### config.mk
export PLATFORM = sky130hd
export DESIGN_NAME = interval_timer
export DESIGN_NICKNAME = d
export VERILOG_FILES = /design/src/rtl/timer_pkg.sv /design/src/rtl/load_down_counter.sv /design/src/rtl/interval_timer.sv
export SDC_FILE = /design/constraint.sdc
export NUM_CORES = 1
export LEC_CHECK = 0
export BUFFER_PORTS_ARGS = -buffer_cell sky130_fd_sc_hd__buf_2
export CAP_MARGIN = 10
export CORE_MARGIN = 2
export CORE_UTILIZATION = 59
export CTS_BUF_LIST = sky130_fd_sc_hd__clkbuf_16
export DETAILED_ROUTE_END_ITERATION = 7
export MAX_ROUTING_LAYER = met4
export PLACE_DENSITY = 0.83
export SETUP_SLACK_MARGIN = 0.5
export SYNTH_ARGS = -nofsm -noshare
export SYNTH_HDL_FRONTEND = slang
export SYNTH_SLANG_ARGS = --single-unit
### constraint.sdc
create_clock -name clk -period 6.31 [get_ports clk]
set_input_delay 0.3155 -clock clk [delete_from_list [all_inputs] [get_ports clk]]
set_output_delay 0.3155 -clock clk [all_outputs]
set_load 0.01 [all_outputs]
### src/rtl/timer_pkg.sv
// Shared types and constants for the interval timer.
package timer_pkg;

  // Default width of the period and remaining-tick count.
  localparam int CNT_W_DEFAULT = 16;

  // Timer control state.
  typedef enum logic {
    IDLE = 1'b0,
    RUN  = 1'b1
  } state_e;

endpackage : timer_pkg

### src/rtl/load_down_counter.sv
// Loadable down-counter. A load takes priority over a decrement. The count
// saturates at zero. zero_next_o flags that the next decrement reaches zero.
module load_down_counter #(
  parameter int CNT_W = 16
) (
  input  logic             clk,
  input  logic             rst,
  input  logic             load_i,
  input  logic [CNT_W-1:0] load_val_i,
  input  logic             en_i,
  output logic [CNT_W-1:0] count_o,
  output logic             zero_next_o
);

  logic [CNT_W-1:0] count_q;
  logic [CNT_W-1:0] count_d;

  // Next count: a load wins, otherwise decrement. The count never goes below zero.
  always_comb begin
    count_d = count_q;
    if (load_i) begin
      count_d = load_val_i;
    end else if (en_i && (count_q != '0)) begin
      count_d = count_q - {{(CNT_W-1){1'b0}}, 1'b1};
    end
  end

  // Count register. Reset is synchronous.
  always_ff @(posedge clk) begin
    if (rst) begin
      count_q <= '0;
    end else begin
      count_q <= count_d;
    end
  end

  assign count_o     = count_q;
  assign zero_next_o = (count_q == {{(CNT_W-1){1'b0}}, 1'b1});

endmodule : load_down_counter

### src/rtl/interval_timer.sv
// Programmable interval timer. It counts time-base ticks down from a loaded
// period. On expiry it pulses expire_o and sets a sticky irq. In periodic mode
// it reloads the period; in one-shot mode it stops. ovr_o records an expiry
// that occurs while irq_o is still pending.
module interval_timer
  import timer_pkg::*;
#(
  parameter int CNT_W = CNT_W_DEFAULT
) (
  input  logic             clk,
  input  logic             rst,
  input  logic             tick_i,
  input  logic             start_i,
  input  logic             stop_i,
  input  logic             oneshot_i,
  input  logic [CNT_W-1:0] period_i,
  input  logic             irq_clr_i,
  output logic             busy_o,
  output logic [CNT_W-1:0] remaining_o,
  output logic             expire_o,
  output logic             irq_o,
  output logic             ovr_o
);

  state_e           state_q,   state_d;
  logic [CNT_W-1:0] period_q,  period_d;
  logic             oneshot_q, oneshot_d;
  logic             irq_q,     irq_d;
  logic             ovr_q,     ovr_d;
  logic             expire_q,  expire_d;

  logic             cnt_load;
  logic [CNT_W-1:0] cnt_load_val;
  logic             cnt_dec;
  logic             cnt_at_one;
  logic             start_ok;

  // A start command with a zero period has no effect at all.
  assign start_ok = start_i && (period_i != '0);

  load_down_counter #(
    .CNT_W (CNT_W)
  ) u_counter (
    .clk         (clk),
    .rst         (rst),
    .load_i      (cnt_load),
    .load_val_i  (cnt_load_val),
    .en_i        (cnt_dec),
    .count_o     (remaining_o),
    .zero_next_o (cnt_at_one)
  );

  // FSM next state, counter control and sticky flag updates.
  // Priority order is stop, then start, then tick.
  always_comb begin
    state_d      = state_q;
    period_d     = period_q;
    oneshot_d    = oneshot_q;
    cnt_load     = 1'b0;
    cnt_load_val = period_i;
    cnt_dec      = 1'b0;
    expire_d     = 1'b0;

    unique case (state_q)
      IDLE: begin
        if (!stop_i && start_ok) begin
          period_d  = period_i;
          oneshot_d = oneshot_i;
          cnt_load  = 1'b1;
          state_d   = RUN;
        end
      end
      RUN: begin
        if (stop_i) begin
          state_d = IDLE;
        end else if (start_ok) begin
          period_d  = period_i;
          oneshot_d = oneshot_i;
          cnt_load  = 1'b1;
        end else if (tick_i) begin
          if (cnt_at_one) begin
            expire_d = 1'b1;
            cnt_load = 1'b1;
            if (oneshot_q) begin
              cnt_load_val = '0;
              state_d      = IDLE;
            end else begin
              cnt_load_val = period_q;
            end
          end else begin
            cnt_dec = 1'b1;
          end
        end
      end
      default: state_d = IDLE;
    endcase

    // An expiry wins over a clear in the same cycle.
    irq_d = expire_d | (irq_q & ~irq_clr_i);
    ovr_d = (expire_d & irq_q) | (ovr_q & ~irq_clr_i);
  end

  // State and flag registers. Reset is synchronous.
  always_ff @(posedge clk) begin
    if (rst) begin
      state_q   <= IDLE;
      period_q  <= '0;
      oneshot_q <= 1'b0;
      irq_q     <= 1'b0;
      ovr_q     <= 1'b0;
      expire_q  <= 1'b0;
    end else begin
      state_q   <= state_d;
      period_q  <= period_d;
      oneshot_q <= oneshot_d;
      irq_q     <= irq_d;
      ovr_q     <= ovr_d;
      expire_q  <= expire_d;
    end
  end

  assign busy_o   = (state_q == RUN);
  assign expire_o = expire_q;
  assign irq_o    = irq_q;
  assign ovr_o    = ovr_q;

endmodule : interval_timer

After elaboration in Yosys (flattened, before gate mapping) --
Cells that the tools add are included.
Operators by class: add/sub/neg operators 1, eq/ne operators 4, multiplexer cells 36, bitwise gates (word level) 7, reductions and logical operators 8
Operators by type and width (count):
- two-way mux 16 bit | 11
- case mux 16 bit (2 select lines) | 1
- nonzero test 16 bit | 2
- two-way mux 1 bit | 21
- == test 16 x 1 -> 1 bit, second input constant | 1
- subtractor 16 x 1 -> 16 bit, second input constant | 1
- case mux 1 bit (2 select lines) | 3
- != test 2 bit, second input constant | 2
- AND 1 bit | 3
- logical AND 1 bit | 3
- AND reduction 3 bit | 1
- != test 2 x 1 -> 1 bit, second input constant | 1
- inverter 1 bit | 2
- bitwise OR 1 bit | 2
- nonzero test 2 bit | 1
- logical NOT 1 bit | 1
Word-level totals: bits in registers 37, input bits 23, output and inout bits 20, word-level logic and storage cells 63

Logic depth before layout (Yosys ltp) --
depth in word-level cells 9, gate-level depth with buffers 9, depth with buffers taken out 7

Modules after synthesis --
Synthesis repeated with hierarchy kept, for this count alone.
Unflattened totals: cell total of the unflattened synthesis 275, area total of the unflattened synthesis 2492.4 µm²
Modules (own cells, without submodules):
- interval_timer | instances 1, cells an instance 155, area an instance 1481.4 µm²
- load_down_counter | instances 1, cells an instance 120, area an instance 1011.0 µm²

Least setup slack after synthesis --
Ideal clock, no wire load.
kind input to register, from in period_i[7], to reg u_counter.count_q[12], in the netlist u_counter.count_o[12], data arrival time 2.235 ns, required time 6.193 ns, setup slack 3.957 ns, stages 5, buffers on the path 0, path through or4_1 -> o41a_1 -> a311o_2 -> or3_1 -> a32o_1
On the way: word-level cells in the longest chain between the ends 7
RTL lines:
- start: declaration | line interval_timer.sv:16 | input logic [CNT_W-1:0] period_i,
- nonzero test 16 bit * | line interval_timer.sv:39 | assign start_ok = start_i && (period_i != '0);
- logical AND 1 bit * | line interval_timer.sv:39
- two-way mux 1 bit | line interval_timer.sv:76 | end else if (start_ok) begin
- two-way mux 1 bit | line interval_timer.sv:74 | if (stop_i) begin
- two-way mux 1 bit | line interval_timer.sv:64 | unique case (state_q)
- logical AND 1 bit | line load_down_counter.sv:23 | end else if (en_i && (count_q != '0)) begin
- nonzero test 2 bit (no line)
- end signal: assignment | line load_down_counter.sv:33 | count_q <= count_d;
- end: declaration | line load_down_counter.sv:15 | logic [CNT_W-1:0] count_q;
Every way passes the cells marked *; elsewhere a longest branch is shown, timed or not. A chain may end at the register's enable or synchronous reset.

Worst setup path after layout --
from in period_i[7], to reg u_counter.count_q[15], in the netlist u_counter.count_o[15]
The elaborated chain is that of the path after synthesis.

==> impl_results.md <==
* DRT iter0 DRCs at between 200 and 250
* Hold Violations, Final at 0
* Min Tclk post-route at 2.83 ns
* Setup tns final at 0 ns
* Asr flop ratio synth at 0%
* DRT Pass-1 Iters at 7
* Layout cells sized above 1 at 21.9%
* HP Class: primary input to flip-flop
* Drt via density at 6.86
* Slew @ Worst Pin at 0.782 ns
* Worst Path Max Fanout at 12
* Distinct cells, synth at 56
* Syn_nets at 311
* Post-CTS Setup Inserts at 0
* Post-DRT Antenna Nets at 0
* Arr. time, crit path at 3.01 ns
* First-pass GRT wire length at 11000 um
* Share of the synthesized area in the top cell type at 32.9%
* Vias in the first global route at 2260
* Starting Density at 61.6%
* Peak Freq at 354 MHz
* Synth Instances at between 200 and 300
* CTS H-tree depth at 2
* Core Box Area at 3660 sq um
* Post-DP HPWL at 4760 um
* IO Port Bufs at 42
* CTS sink count at 37
* Rel. slew slack at between 40% and 50%
* Critical Path Start: period_i[7]
* Pin count of the biggest net entering global routing at 35
* Mapped Area at 2250 sq um
* Total power at 632 uW
* Die Wd at between 60 and 70 um
* Total gr overflow at 0
* Top area cells in the synthesized netlist: dfxtp_1, nand2_1, a21oi_1
* Predominant post-synthesis flop cell: dfxtp_1
* Leakage power total at 1.00 nW
* # Max-Cap Violations at 0
* Max rail drop VDD at 0.000188 V
* Yosys reg bits at 37
* Hold slack final at 0.266 ns
* Warnings from Yosys at 0
* Hold Crit Start: oneshot_i
* CTS tree: done
* Number of flops mapped to enable cells by yosys at 0
* Post-CTS Resized at 0
* CP required at roughly 6.5 ns
* Util after Layout at 71.5%
* RSZ-0062 raised after global routing: false
* Die H at 65.8 um
* Vias at around 2.5k
* Hold path depth at 3
* Power per cell area at 241 nW/um^2
* Ant. Diodes at 0
* I/O pin count at 43
* FP Rows at 22
* # DRC at 2
* CTS Buffer Depth at 2
* Clk_lat worst skew at 0.28 ns
* Fin cells at 368
* GRT Util Overall at about 34%
* Setup crit end kind: flip-flop
* Crit share post-route at 44.8%
* Crit path launch type: primary input
* Final setup fails at 0
* Yosys top cell by area: dfxtp_1
* Nets@finish at approximately 340
* Worst reg2reg path startpoint: u_counter.count_o[6]
* Total wire length at 6610 um
* Crit Path Class: primary input to flip-flop
* Routability congestion estimate at 0.916
* Initial antenna violation count at 0
* Clk root buf: clkbuf_16
* Register area at 741 sq um
* Clock transition at path regs at 0.05 ns
* Wire per inst at 18.0 um
* Max Clock Skew at 0.00385 ns
* Fillers at 298
* Status: finished, violations left
* Layout area overhead at 16.1%
* Final Max Tran Viols at 0
* TritonCTS Buffers at 5
* Synthesized area per cell at 7.88 sq um
* CTS Hold Bufs at 0
* Number of cells on the worst reg-to-reg path at 5
* Part of the Yosys area used for sequential elements at 32.9%
* Die ar. at 4330 sq um
* Multi-input gate area at 1430 sq um
* Failing checks: DRC
* Dpl cells at 359
[layer usage]
layer / share of wire, % / global-route usage (%) / wire (um)
met5: 0 / - / 0
met4: 2.1 / 12.0 / 140
met2: 45 / 48.9 / 2950
met3: 10 / 6.47 / 659
met1: 43 / 47.3 / 2860
[worst paths after layout]
check / slack (ns) / endpoint
worst min-delay path: 0.27 / oneshot_q
worst max register to register: 3.57 / u_counter.count_o[8]
worst max-delay path: 3.48 / u_counter.count_o[15]
worst min register to register: 0.45 / period_q[0]
[critical path: stages]
cell and delay (ns):
buf_2 0.11, or4_1 0.64, o41a_1 0.59, a311oi_1 0.68, clkbuf_2 0.29, o32ai_1 0.10
a221oi_1 0.28
[report_power, final]
part	switching, mW	total, mW	internal (mW)
logic	0.0812	0.134	0.0526
registers	0.0182	0.265	0.247
clock network	0.0910	0.233	0.142
total	0.190	0.632	0.442
[layout by cell type, fill, tap and decap left out, types with 6 or more instances in the layout]
cell | netlist | routed
nand2_1 | 48 | 48
nor2_1 | 16 | 16
buf_2 | 5 | 42
a21oi_1 | 31 | 31
nand3_1 | 9 | 9
inv_1 | 4 | 7
nor3_1 | 6 | 6
dfxtp_1 | 37 | 37
a311oi_1 | 10 | 10
a211oi_1 | 11 | 11
[through the flow]
step | worst slack [ns] | cell area [sq um]
2_1_floorplan | 3.96 | 2250
3_3_place_gp | 3.09 | 2480
3_5_place_dp | 3.02 | 2480
4_1_cts | 3.30 | 2610
5_1_grt | 3.34 | 2620
6_report | 3.48 | 2620
[area by class of cell]
cell class	instances	area share, %
clock buffer	5	4.78
clock inverter	3	0.430
inverter	5	0.717
multi-input combinational	224	54.4
sequential	37	28.3
tap	48	2.29
timing repair buffer	46	9.08
[logic make-up (layout without fill, tap and decap cells)]
kind of cell    after synthesis  after routing  share of synthesized area (%)
flops                        37             37                           32.9
fa+ha+maj                     2              2                           1.11
mux                           1              1                          0.499
simple gates                128            128                           30.9
buf+inv                      25             59                           4.44
xor+xnor                      1              1                          0.389
compound gates               92             92                           29.8
[state kept, by name, summed over array words and instances, names as in the netlist]
signal             count
busy_o                 1
expire_o               1
irq_o                  1
oneshot_q              1
ovr_o                  1
period_q              16
u_counter.count_o     16
[cells in the mapped netlist, types with 5 or more instances]
cell      number
a211oi_1      11
a21oi_1       31
a311oi_1      10
a31oi_1        5
buf_2          5
clkbuf_1      15
dfxtp_1       37
nand2_1       48
nand3_1        9
nor2_1        16
nor2b_1        5
nor3_1         6
Power figures use the tool's default switching activity.
